===== src/rtl/lcd_arb_pkg.sv =====
// rtl/lcd_arb_pkg.sv - shared types, sizes and defaults for the LCD write arbiter
// Contents: state_t (IDLE/SEND/DELAY), N_REQ, IDX_W, default DLY_CYCLES/TIMEOUT,
//           one-hot <-> index helpers.
package lcd_arb_pkg;

  localparam int N_REQ = 3;
  localparam int IDX_W = 2;

  localparam int unsigned DEF_DLY_CYCLES = 262143;
  localparam int unsigned DEF_TIMEOUT    = 4096;

  typedef enum logic [1:0] {
    ST_IDLE  = 2'd0,
    ST_SEND  = 2'd1,
    ST_DELAY = 2'd2
  } state_t;

  function automatic logic [IDX_W-1:0] oh_to_idx(input logic [N_REQ-1:0] oh);
    logic [IDX_W-1:0] r;
    r = '0;
    for (int i = 0; i < N_REQ; i++) begin
      if (oh[i]) r = IDX_W'(i);
    end
    return r;
  endfunction

  function automatic logic [N_REQ-1:0] idx_to_oh(input logic [IDX_W-1:0] idx);
    logic [N_REQ-1:0] r;
    r = '0;
    for (int i = 0; i < N_REQ; i++) begin
      if (idx == IDX_W'(i)) r[i] = 1'b1;
    end
    return r;
  endfunction

endpackage


===== src/rtl/lcd_rr_pick.sv =====
// rtl/lcd_rr_pick.sv - combinational round-robin winner selection
// Ports: req  in  N_REQ  pending requests
//        last in  IDX_W  most recently granted index
//        pick out N_REQ  one-hot winner (zero when no request)
module lcd_rr_pick
  import lcd_arb_pkg::*;
(
  input  logic [N_REQ-1:0] req,
  input  logic [IDX_W-1:0] last,
  output logic [N_REQ-1:0] pick
);

  logic [IDX_W-1:0] idx;

  // Walk from lowest priority (last itself) up to highest (last+1); the
  // final hit overwrites earlier ones, so the highest-priority request wins.
  always_comb begin
    pick = '0;
    idx  = '0;
    for (int off = N_REQ; off >= 1; off--) begin
      idx = IDX_W'((int'(last) + off) % N_REQ);
      if (req[idx]) begin
        pick      = '0;
        pick[idx] = 1'b1;
      end
    end
  end

endmodule


===== src/rtl/lcd_write_arbiter.sv =====
// rtl/lcd_write_arbiter.sv - round-robin arbiter of three LCD write requesters
// Ports: iCLK, reset (async, active-high)
//        req/req_rs/req_data  per-requester request, RS bit and byte
//        gnt/done             one-hot accept / completion pulses
//        busy, timeout_err    status (timeout_err is sticky)
//        lcd_data/lcd_rs/lcd_start/lcd_done  LCD controller handshake
module lcd_write_arbiter
  import lcd_arb_pkg::*;
#(
  parameter int unsigned DLY_CYCLES = DEF_DLY_CYCLES,
  parameter int unsigned TIMEOUT    = DEF_TIMEOUT
) (
  input  logic               iCLK,
  input  logic               reset,
  input  logic [N_REQ-1:0]   req,
  input  logic [N_REQ-1:0]   req_rs,
  input  logic [8*N_REQ-1:0] req_data,
  output logic [N_REQ-1:0]   gnt,
  output logic [N_REQ-1:0]   done,
  output logic               busy,
  output logic               timeout_err,
  output logic [7:0]         lcd_data,
  output logic               lcd_rs,
  output logic               lcd_start,
  input  logic               lcd_done
);

  // Sized to hold the parameter value itself so neither counter can wrap.
  localparam int DW = (DLY_CYCLES > 0) ? $clog2(DLY_CYCLES + 1) : 1;
  localparam int TW = (TIMEOUT > 0) ? $clog2(TIMEOUT + 1) : 1;

  state_t           state;
  logic [IDX_W-1:0] last_idx;
  logic [DW-1:0]    dly_cnt;
  logic [TW-1:0]    tmo_cnt;

  logic [N_REQ-1:0] pick;
  logic [IDX_W-1:0] pick_idx;
  logic [7:0]       pick_data;
  logic             pick_rs;
  logic             dly_last;
  logic             tmo_last;

  lcd_rr_pick u_pick (
    .req  (req),
    .last (last_idx),
    .pick (pick)
  );

  always_comb begin
    pick_data = '0;
    pick_rs   = 1'b0;
    for (int i = 0; i < N_REQ; i++) begin
      if (pick[i]) begin
        pick_data = req_data[8*i +: 8];
        pick_rs   = req_rs[i];
      end
    end
  end

  assign pick_idx = oh_to_idx(pick);

  // Counters hold (cycles spent) - 1 in the current state.
  assign dly_last = (32'(dly_cnt) + 32'd1) >= DLY_CYCLES;
  assign tmo_last = (32'(tmo_cnt) + 32'd1) >= TIMEOUT;

  always_ff @(posedge iCLK or posedge reset) begin
    if (reset) begin
      state       <= ST_IDLE;
      busy        <= 1'b0;
      gnt         <= '0;
      done        <= '0;
      lcd_start   <= 1'b0;
      lcd_data    <= '0;
      lcd_rs      <= 1'b0;
      timeout_err <= 1'b0;
      last_idx    <= IDX_W'(N_REQ - 1);
      dly_cnt     <= '0;
      tmo_cnt     <= '0;
    end else begin
      gnt  <= '0;
      done <= '0;
      unique case (state)
        ST_IDLE: begin
          if (|req) begin
            gnt       <= pick;
            lcd_data  <= pick_data;
            lcd_rs    <= pick_rs;
            lcd_start <= 1'b1;
            last_idx  <= pick_idx;
            dly_cnt   <= '0;
            tmo_cnt   <= '0;
            busy      <= 1'b1;
            state     <= ST_SEND;
          end
        end
        ST_SEND: begin
          // A completion on the timeout edge still counts as a completion.
          if (lcd_done || tmo_last) begin
            lcd_start <= 1'b0;
            if (lcd_done) done <= idx_to_oh(last_idx);
            else          timeout_err <= 1'b1;
            if (DLY_CYCLES == 0) begin
              state <= ST_IDLE;
              busy  <= 1'b0;
            end else begin
              state <= ST_DELAY;
            end
          end else begin
            tmo_cnt <= tmo_cnt + 1'b1;
          end
        end
        ST_DELAY: begin
          if (dly_last) begin
            state <= ST_IDLE;
            busy  <= 1'b0;
          end else begin
            dly_cnt <= dly_cnt + 1'b1;
          end
        end
        default: begin
          state <= ST_IDLE;
          busy  <= 1'b0;
        end
      endcase
    end
  end

endmodule


===== config.mk =====
export PLATFORM = sky130hd
export DESIGN_NAME = lcd_write_arbiter
export DESIGN_NICKNAME = d
export VERILOG_FILES = /design/src/rtl/lcd_arb_pkg.sv /design/src/rtl/lcd_rr_pick.sv /design/src/rtl/lcd_write_arbiter.sv
export SDC_FILE = /design/constraint.sdc
export NUM_CORES = 1
export LEC_CHECK = 0
export BUFFER_PORTS_ARGS = -buffer_cell sky130_fd_sc_hd__buf_2
export CORE_UTILIZATION = 51
export CTS_CLUSTER_SIZE = 16
export DETAILED_ROUTE_END_ITERATION = 12
export PLACE_DENSITY = 0.76
export SLEW_MARGIN = 10
export SYNTH_ARGS = -nofsm -noshare
export SYNTH_HDL_FRONTEND = slang
export SYNTH_SLANG_ARGS = --single-unit

===== constraint.sdc =====
create_clock -name iCLK -period 2.8 [get_ports iCLK]
set_input_delay 0.28 -clock iCLK [delete_from_list [all_inputs] [get_ports iCLK]]
set_output_delay 0.28 -clock iCLK [all_outputs]
set_load 0.01 [all_outputs]

==> qor.yml, run 1 <==
status:
  outcome: "finished clean"
floorplan:
  dieArea_um2: 6699
  coreArea_um2: 6026
  ioPinCount: 51
  die_h_um: 81.85
  num_rows: 28
  die_w_um: 81.85
  initial_core_util_pct: 53.97
cts:
  cts_tree: "done"
  clock_latency_ps: 310
  cts.clk_slew.worst_paths_ps: 100
  cts_buffer_depth: 2
  htreeDepth: 2
  cts.sinks: 53
  numCtsBuffers: 5
  cts_root_buf: "clkbuf_8"
drt:
  drt_iter0_drc: 265
  wl_met2_um: 3674
  wirelength_um: 7435
  drtAntennaViolNets: 0
  viasPerCell: 5.920
  top_layer: "met4"
  wl_per_cell_um: 14.78
  drc: 0
  wl_met3_um: 324
  wl_met1_um: 3343
  vias: 2978
  firstDrtPassIters: 4
critical_path:
  crit_chain: "ha_2, nand2_1, buf_4, nor2_1, xor2_1, buf_4, nand3_2, o41ai_4, buf_6, nor4_1, a221o_1"
  cp_max_fo: 12
  end_kind: "flip-flop"
  cp_slowest_stage_delay_ps: 450
  cp.required_ps: 3000
  crit_path_top_delay_cell: "o41ai_4"
  path_class: "flip-flop to flip-flop"
  cp-start-kind: "flip-flop"
  arrival_ps: 2850
  cpMostUsedCell: "buf_4"
global_routing:
  first_global_vias: 2810
  grt_max_degree: 36
  grt_pass1_wl_um: 12630
  antenna_found_initial: 0
  overflow: 0
  grt_usage_pct: 24.37
cells_and_area:
  drive_above_1_share_pct: 22.90
  seq_area_um2: 1329
  stdcell_count: 503
  multiInputGateArea_um2: 1810
  fillers: 535
  finalInstanceArea_um2: 3791
  num-nets-final: 469
  final_core_util_pct: 62.92
  syn2layout_area_growth_pct: 16.58
  antennaDiodeCount: 0
timing:
  whs_ps: 85.08
  fmax_mhz: 377.3
  max_slew_margin_pct: 49.91
  setup_viol: 0
  layout_setup_ws_ps: 149.6
  fin_setup_tns_ps: 0
  drv_slew: 0
  finalCritPeriodShare_pct: 94.66
  finClkSkew_ps: 7.873
  worst_pin_slew_ps: 750.3
  fin_crit_ps: 2650
  rsz0062_at_grt: "no"
  hold_viol: 0
logic_synthesis:
  async_flop_share_pct: 100.0
  netlist_instances: 370
  ys_ff_latch: 53
  ys_warn_count: 0
  syn_area_um2: 3252
  yosys.cell_types.count: 55
  avgSynthCellArea_um2: 8.789
  ys_seq_area_share_pct: 40.82
  synth_top_flop_cell: "dfrtp_1"
  synth_edf_count: 0
  syn_nets: 411
placement:
  place_inst: 494
  dpl-instance-area_um2: 3662
  dp_hpwl_um: 5243
  portBuffers: 50
  place_ws_ps: -97.62
  gp_congestion: 0.8582
power_and_ir_drop:
  peakVddDrop_mv: 0.4424
  power.density_nw_per_um2: 749.3
  power_mw: 2.841
  leakage_nw: 1.744
hold_path:
  hold_path.class: "input pin to async pin"
job:
  cap_violations: 0
## final timing paths
check                                  start          end  slack, ps  depth (start not counted)
worst max-delay path              dly_cnt[1]   dly_cnt[3]        150                         11
max in group asynchronous              reset  last_idx[1]       2000                          3
worst min register to register   lcd_data[4]  lcd_data[4]        490                          2
worst min-delay path                   reset   tmo_cnt[6]         90                          2
min in group iCLK               req_data[20]  lcd_data[4]        270                          3
worst max register to register    dly_cnt[1]   dly_cnt[3]        150                         11
## where the power goes
part	total, mW	internal (mW)	leakage [nW]	switching, mW
Combinational	1.39	0.575	0.991	0.811
Clock	0.436	0.174	0.0444	0.262
Sequential	1.02	0.919	0.709	0.101
## cell usage after synthesis (7+ instances only)
cell      instances  area (µm²)
dfrtp_1          52        1301
a211o_1           8       70.07
o21ai_0          31       155.2
nand4_1           7       43.79
nor2_1           23       86.33
nor4_1            9       56.30
xnor2_1          10       87.58
nand3_1          25       125.1
clkbuf_1         16       60.06
ha_1              8       100.1
and3_1           16       100.1
nand2b_1         14       87.58
nor3_1           19       95.09
nand2_1          35       131.4
inv_1             9       33.78
a21oi_1           8       40.04
## placed cells by master, fill, tap and decap left out, drive strengths merged, types with 5 or more instances in the layout
cell    count
ha          8
a211o       8
nor2       24
and3       16
nand4       7
o21ai      34
nand2      35
nand3      27
buf        75
dfrtp      52
clkbuf      5
nor3       19
nor4       10
inv        10
nor2b       5
a21oi       9
xor2        5
nand2b     14
xnor2      10
## registers in the layout (all words and copies together) (netlist names)
register,count
timeout_err,1
lcd_start,1
lcd_rs,1
busy,1
gnt,3
tmo_cnt,13
last_idx,2
dly_cnt,18
state,2
done,3
lcd_data,8
## final cells by class
cell class / instances / area share, %
clock inverters: 2 / 0.3630
repair buffers: 75 / 11.65
flip-flops and latches: 53 / 35.05
well taps: 75 / 2.475
inverters: 9 / 0.8911
multi-input cells: 284 / 47.76
clock buffers: 5 / 1.815
## metal layers
layer	track usage [%]	vias up
met4	7.018	0
li1	-	1457
met5	0	-
met1	30.50	1425
met3	3.667	10
met2	43.14	86
## kinds of logic after synthesis
logic type      after synthesis  share of synthesized area [%]
simple gates                176                          28.74
xor+xnor                     15                          4.040
mux                           6                          1.924
fa+ha+maj                     8                          3.078
compound gates               79                          16.93
buf+inv                      33                          4.463
flops                        53                          40.82
## repair_timing
action	in CTS	in global routing
pin swaps	1	3
buffers inserted	1	1
hold buffers	0	0
resized for setup	2	5
endpoints found under the setup margin	19	27
## critical path: cells and delay by family (launching register included)
kind,cells,cell delay (ps)
flip-flops,1,420
XOR/XNOR,1,180
buffers and inverters,3,550
adder cells (fa/ha/maj),1,240
AND/OR/NAND/NOR,4,420
AO/OA/AOI/OAI,2,730
No activity file was read; power rests on OpenSTA's default activity.
==> run 2, diff against run 1 <==
==> constraint.sdc (replaced) <==
create_clock -name iCLK -period 2.8 [get_ports iCLK]
set_input_delay 0.56 -clock iCLK [delete_from_list [all_inputs] [get_ports iCLK]]
set_output_delay 0.56 -clock iCLK [all_outputs]
set_load 0.01 [all_outputs]
==> run 2 against run 1 <==
Net effect: wire length grew 1.9%; register-to-register slack lost 40 ps; fmax shrank 1.7%; combinational power is essentially flat; worst hold slack gained 320 ps; clock-buffer cell count is the same; critical path type unchanged; critical endpoint unchanged.
==> qor.yml, run 2 (synthesis gave the netlist of run 1 again) <==
timing:
  rsz0062_at_grt: "yes"
  setup_viol: 0
  finalCritPeriodShare_pct: 96.25
  worst_pin_slew_ps: 710.0
  hold_viol: 0
  finClkSkew_ps: 11.08
  max_slew_margin_pct: 52.67
  fin_crit_ps: 2695
  whs_ps: 403.6
  fmax_mhz: 371.0
  drv_slew: 0
cells_and_area:
  drive_above_1_share_pct: 23.71
  multiInputGateArea_um2: 1829
  syn2layout_area_growth_pct: 16.81
  largest_register_ffs: 18
  num-nets-final: 466
  largest-register: "dly_cnt"
  largestRegisters: "dly_cnt: 18 flops, tmo_cnt: 13 flops, lcd_data: 8 flops"
  seq_area_um2: 1331
  layout.cells.most_common: "buf_2"
  stdcell_count: 501
  fillers: 543
  antennaDiodeCount: 0
  mostFrequentLayoutCells: "buf_2 (50), dfrtp_1 (49), nand2_1 (35)"
cts:
  htreeDepth: 2
  cts_buffer_depth: 2
  cts.sinks: 53
  numCtsBuffers: 5
  cts_tree: "done"
  clock_latency_ps: 310
  cts_root_buf: "clkbuf_8"
  holdBufCountCts: 0
  cts.clk_slew.worst_paths_ps: 110
placement:
  dp_hpwl_um: 5215
  gp_congestion: 0.8617
  portBuffers: 50
  place_inst: 492
critical_path:
  critPathBufInv: 0
  cp_max_fo: 9
  crit_chain: "nand3_2, or3_1, o221ai_1, o21ai_1, o41ai_4, nor2_2, a221o_1"
  end_kind: "flip-flop"
  path_class: "flip-flop to flip-flop"
  cp.required_ps: 3000
  crit_path_top_delay_cell: "o41ai_4"
  arrival_ps: 2900
  crit_family: "compound AO/OA/AOI/OAI gates"
  cp-start-kind: "flip-flop"
  cp_slowest_stage_delay_ps: 550
floorplan:
  die_h_um: 81.85
  die_w_um: 81.85
  initial_core_util_pct: 53.97
  num_rows: 28
  dieArea_um2: 6699
  coreArea_um2: 6026
  ioPinCount: 51
drt:
  drt_iter0_drc: 197
  wirelength_um: 7577
  wl_per_cell_um: 15.12
  viasPerCell: 5.866
  drtAntennaViolNets: 0
  vias: 2939
  drc: 0
  firstDrtPassIters: 4
power_and_ir_drop:
  peakVddDrop_mv: 0.4588
  power.density_nw_per_um2: 758.3
  leakage_nw: 1.739
global_routing:
  antenna_found_initial: 0
  grt_max_degree: 54
  grt_use_met3_pct: 4.778
  grt_usage_pct: 25.05
  overflow: 0
  grtUsageMet2_pct: 41.65
  first_global_vias: 2804
  grt_pass1_wl_um: 13010
  grt.busiest_layer: "met2"
  grt_use_met1_pct: 32.94
status:
  outcome: "finished clean"
hold_path:
  hold_path.class: "input pin to async pin"
job:
  cap_violations: 0
==> run 2: changes by cell type in the layout (fill, tap and decap cells not counted), sizes merged <==
cell | before | now
buf | 75 | 72
inv | 10 | 9
clkinvlp | 0 | 3
clkinv | 1 | 0
==> run 2: worst register-to-register path: stages (launching register included) <==
cell,delay [ps]
dfrtp_1,470
nand3_2,200
or3_1,440
o221ai_1,180
o21ai_1,180
o41ai_4,560
nor2_2,170
a221o_1,390
==> run 2: final cells by class <==
type | count | share of cell area (%)
multi-input cells | 284 | 48.16
repair buffers | 72 | 11.03
clock inverters | 3 | 0.5929
well taps | 75 | 2.470
flip-flops and latches | 53 | 35.05
clock buffers | 5 | 1.812
inverters | 9 | 0.8893
==> run 2: where the power goes <==
part	switching, mW	total (mW)	internal, mW
clock network	0.274	0.450	0.176
registers	0.106	1.02	0.919
logic	0.827	1.41	0.578
total	1.21	2.88	1.67
==> run 2: layer usage <==
layer | wire [µm] | part of all wire [%]
met2 | 3769 | 50
met4 | 94 | 1.2
met5 | 0 | 0
met1 | 3432 | 45
met3 | 280 | 3.7
==> run 2: per-stage QoR <==
| stage | setup WS (ps) | setup TNS [ps] | cell area (µm²) | power [mW] | utilization [%] |
|---|---|---|---|---|---|
| 6_report | 104.9 | 0 | 3799 | 2.880 | 63.04 |
| 5_1_grt | -50.70 | -154.1 | 3799 | 3.104 | 63.04 |
| 4_1_cts | 20.30 | 0 | 3742 | 2.867 | 62.11 |
| 3_5_place_dp | -121.0 | -932.3 | 3647 | 2.407 | 60.53 |
| 3_3_place_gp | 41.94 | 0 | 3647 | 2.346 | 60.53 |
| 2_1_floorplan | 151.3 | 0 | 3252 | 1.969 | - |
==> run 2: final timing paths <==
kind / end / startpoint / cells after the start / slack [ps]
setup reg to reg: dly_cnt[3] / dly_cnt[9] / 7 / 100
hold reg to reg: lcd_rs / lcd_rs / 2 / 490
min in group iCLK: lcd_rs / lcd_rs / 2 / 490
hold / removal: dly_cnt[16] / reset / 3 / 400
setup / recovery: dly_cnt[3] / dly_cnt[9] / 7 / 100
max in group asynchronous: dly_cnt[1] / reset / 3 / 1910
==> run 2: what timing repair did <==
item,CTS,global route
setup buffers,0,1
setup endpoints to repair,11,30
resized for setup,1,12
pin swaps,1,2
==> run 3, diff against run 2 <==
--- a/config.mk
+++ b/config.mk
@@ -5,7 +5,7 @@
 export SDC_FILE = /design/constraint.sdc
 export NUM_CORES = 1
 export LEC_CHECK = 0
-export BUFFER_PORTS_ARGS = -buffer_cell sky130_fd_sc_hd__buf_2
+export BUFFER_PORTS_ARGS = -buffer_cell sky130_fd_sc_hd__buf_4
 export CORE_UTILIZATION = 51
 export CTS_CLUSTER_SIZE = 16
 export DETAILED_ROUTE_END_ITERATION = 12
==> run 3 against run 2 <==
Net effect: worst hold slack got worse by 180 ps; power up 9.6%; final cell count up 1.8%; fmax fell by 1.5%; critical path depth grew 3; setup slack worse by 41 ps.
==> qor.yml, run 3 (synthesis gave the netlist of run 1 again) <==
status:
  outcome: "finished clean"
global_routing:
  overflow: 0
  grt_pass1_wl_um: 13330
  grt_max_degree: 24
  antenna_found_initial: 0
  first_global_vias: 2985
  grt_usage_pct: 25.86
power_and_ir_drop:
  leakage_nw: 1.856
  power_mw: 3.156
  peakVddDrop_mv: 0.4474
  power.density_nw_per_um2: 778.0
timing:
  fin_setup_tns_ps: 0
  hold_viol: 0
  worst_pin_slew_ps: 854.2
  layout_setup_ws_ps: 63.56
  max_slew_margin_pct: 43.05
  whs_ps: 219.0
  setup_viol: 0
  drv_slew: 0
  fmax_mhz: 365.4
  finalCritPeriodShare_pct: 97.73
  finClkSkew_ps: 14.88
  fin_crit_ps: 2736
drt:
  firstDrtPassIters: 4
  viasPerCell: 5.955
  drc: 0
  wl_per_cell_um: 16.05
  wirelength_um: 8188
  vias: 3037
  drtAntennaViolNets: 0
  drt_iter0_drc: 174
critical_path:
  r2r_start: "dly_cnt[0]"
  cp_max_fo: 6
  end_kind: "flip-flop"
  path_class: "flip-flop to flip-flop"
  ff2ff_path_depth: 10
  rrSetupSlack_ps: 60
  r2r-end: "dly_cnt[6]"
  cp.required_ps: 3020
  arrival_ps: 2950
  cp-start-kind: "flip-flop"
cells_and_area:
  layout.cells.most_common: "buf_4"
  largestRegisters: "dly_cnt: 18 flops, tmo_cnt: 13 flops, lcd_data: 8 flops"
  num-nets-final: 475
  multiInputGateArea_um2: 1833
  antennaDiodeCount: 0
  drive_above_1_share_pct: 24.60
  mostFrequentLayoutCells: "buf_4 (79), dfrtp_1 (51), nand2_1 (35)"
  syn2layout_area_growth_pct: 24.74
  stdcell_count: 510
  largest_register_ffs: 18
  seq_area_um2: 1329
  largest-register: "dly_cnt"
  fillers: 509
floorplan:
  dieArea_um2: 6699
  die_h_um: 81.85
  die_w_um: 81.85
  ioPinCount: 51
  coreArea_um2: 6026
  num_rows: 28
  initial_core_util_pct: 53.97
cts:
  holdBufCountCts: 0
  cts.clk_slew.worst_paths_ps: 110
  cts_buffer_depth: 2
  cts.sinks: 53
  clock_latency_ps: 320
  htreeDepth: 2
  cts_tree: "done"
  cts_root_buf: "clkbuf_8"
  numCtsBuffers: 5
placement:
  dp_hpwl_um: 5706
  gp_congestion: 0.8949
  portBuffers: 50
  place_inst: 498
  place_ws_ps: -112.1
hold_path:
  hold_path.class: "input pin to async pin"
job:
  cap_violations: 0
run 3: cell types whose count changed in the layout (fill, tap and decap cells not counted), sizes merged:
cell,before,now
buf,72,81
clkinvlp,3,0
bufinv,0,2
clkinv,0,1
run 3: worst max-delay path: stages (launching register included):
cell,delay (ps)
dfrtp_1,430
inv_1,80
ha_1,310
nor2_1,100
o22ai_1,100
nor4_2,430
nand3_2,170
o41ai_4,390
buf_12,160
nor2_2,70
a221o_1,380
run 3: layout make-up:
cell class / instances / area share, %
Sequential cell: 53 / 32.76
Clock inverter: 3 / 1.604
Tap cell: 75 / 2.313
Clock buffer: 5 / 1.696
Timing Repair Buffer: 81 / 15.61
Multi-Input combinational cell: 284 / 45.19
Inverter: 9 / 0.8328
run 3: worst max-delay path by stage:
| stage | slack, ps | start | to |
|---|---|---|---|
| 2_1_floorplan | 150 | dly_cnt[0] | dly_cnt[13] |
| 3_3_place_gp | 30 | last_idx[1] | lcd_data[0] |
| 3_5_place_dp | -110 | last_idx[1] | lcd_data[4] |
| 4_1_cts | 30 | dly_cnt[1] | dly_cnt[3] |
| 5_1_grt | -90 | dly_cnt[0] | dly_cnt[6] |
| 6_report | 60 | dly_cnt[0] | dly_cnt[6] |
run 3: stage by stage:
step / instance area, µm² / utilization [%]
finish: 4056 / 67.32
floorplan: 3252 / -
CTS: 3980 / 66.05
global route: 4056 / 67.32
detailed placement: 3842 / 63.77
global placement: 3842 / 63.77
run 3: what timing repair did:
action	in CTS	in global routing
gates cloned	0	0
buffers inserted	0	4
pin swaps	0	8
endpoints found under the setup margin	10	24
resized for setup	1	9
run 3: where the power goes:
group          internal [mW]  total [mW]  switching, mW  leakage, nW
Clock                  0.356       0.624          0.268       0.0681
Combinational          0.661        1.50          0.839         1.08
Sequential             0.919        1.03          0.114        0.709
Total                   1.94        3.16           1.22         1.86
run 3: routing by layer:
layer	up-vias	wire length, µm	track usage (%)
met2	86	4137	43.97
met1	1468	3584	32.61
met3	13	326	5.111
li1	1470	-	-
met5	-	0	0
met4	0	141	8.772
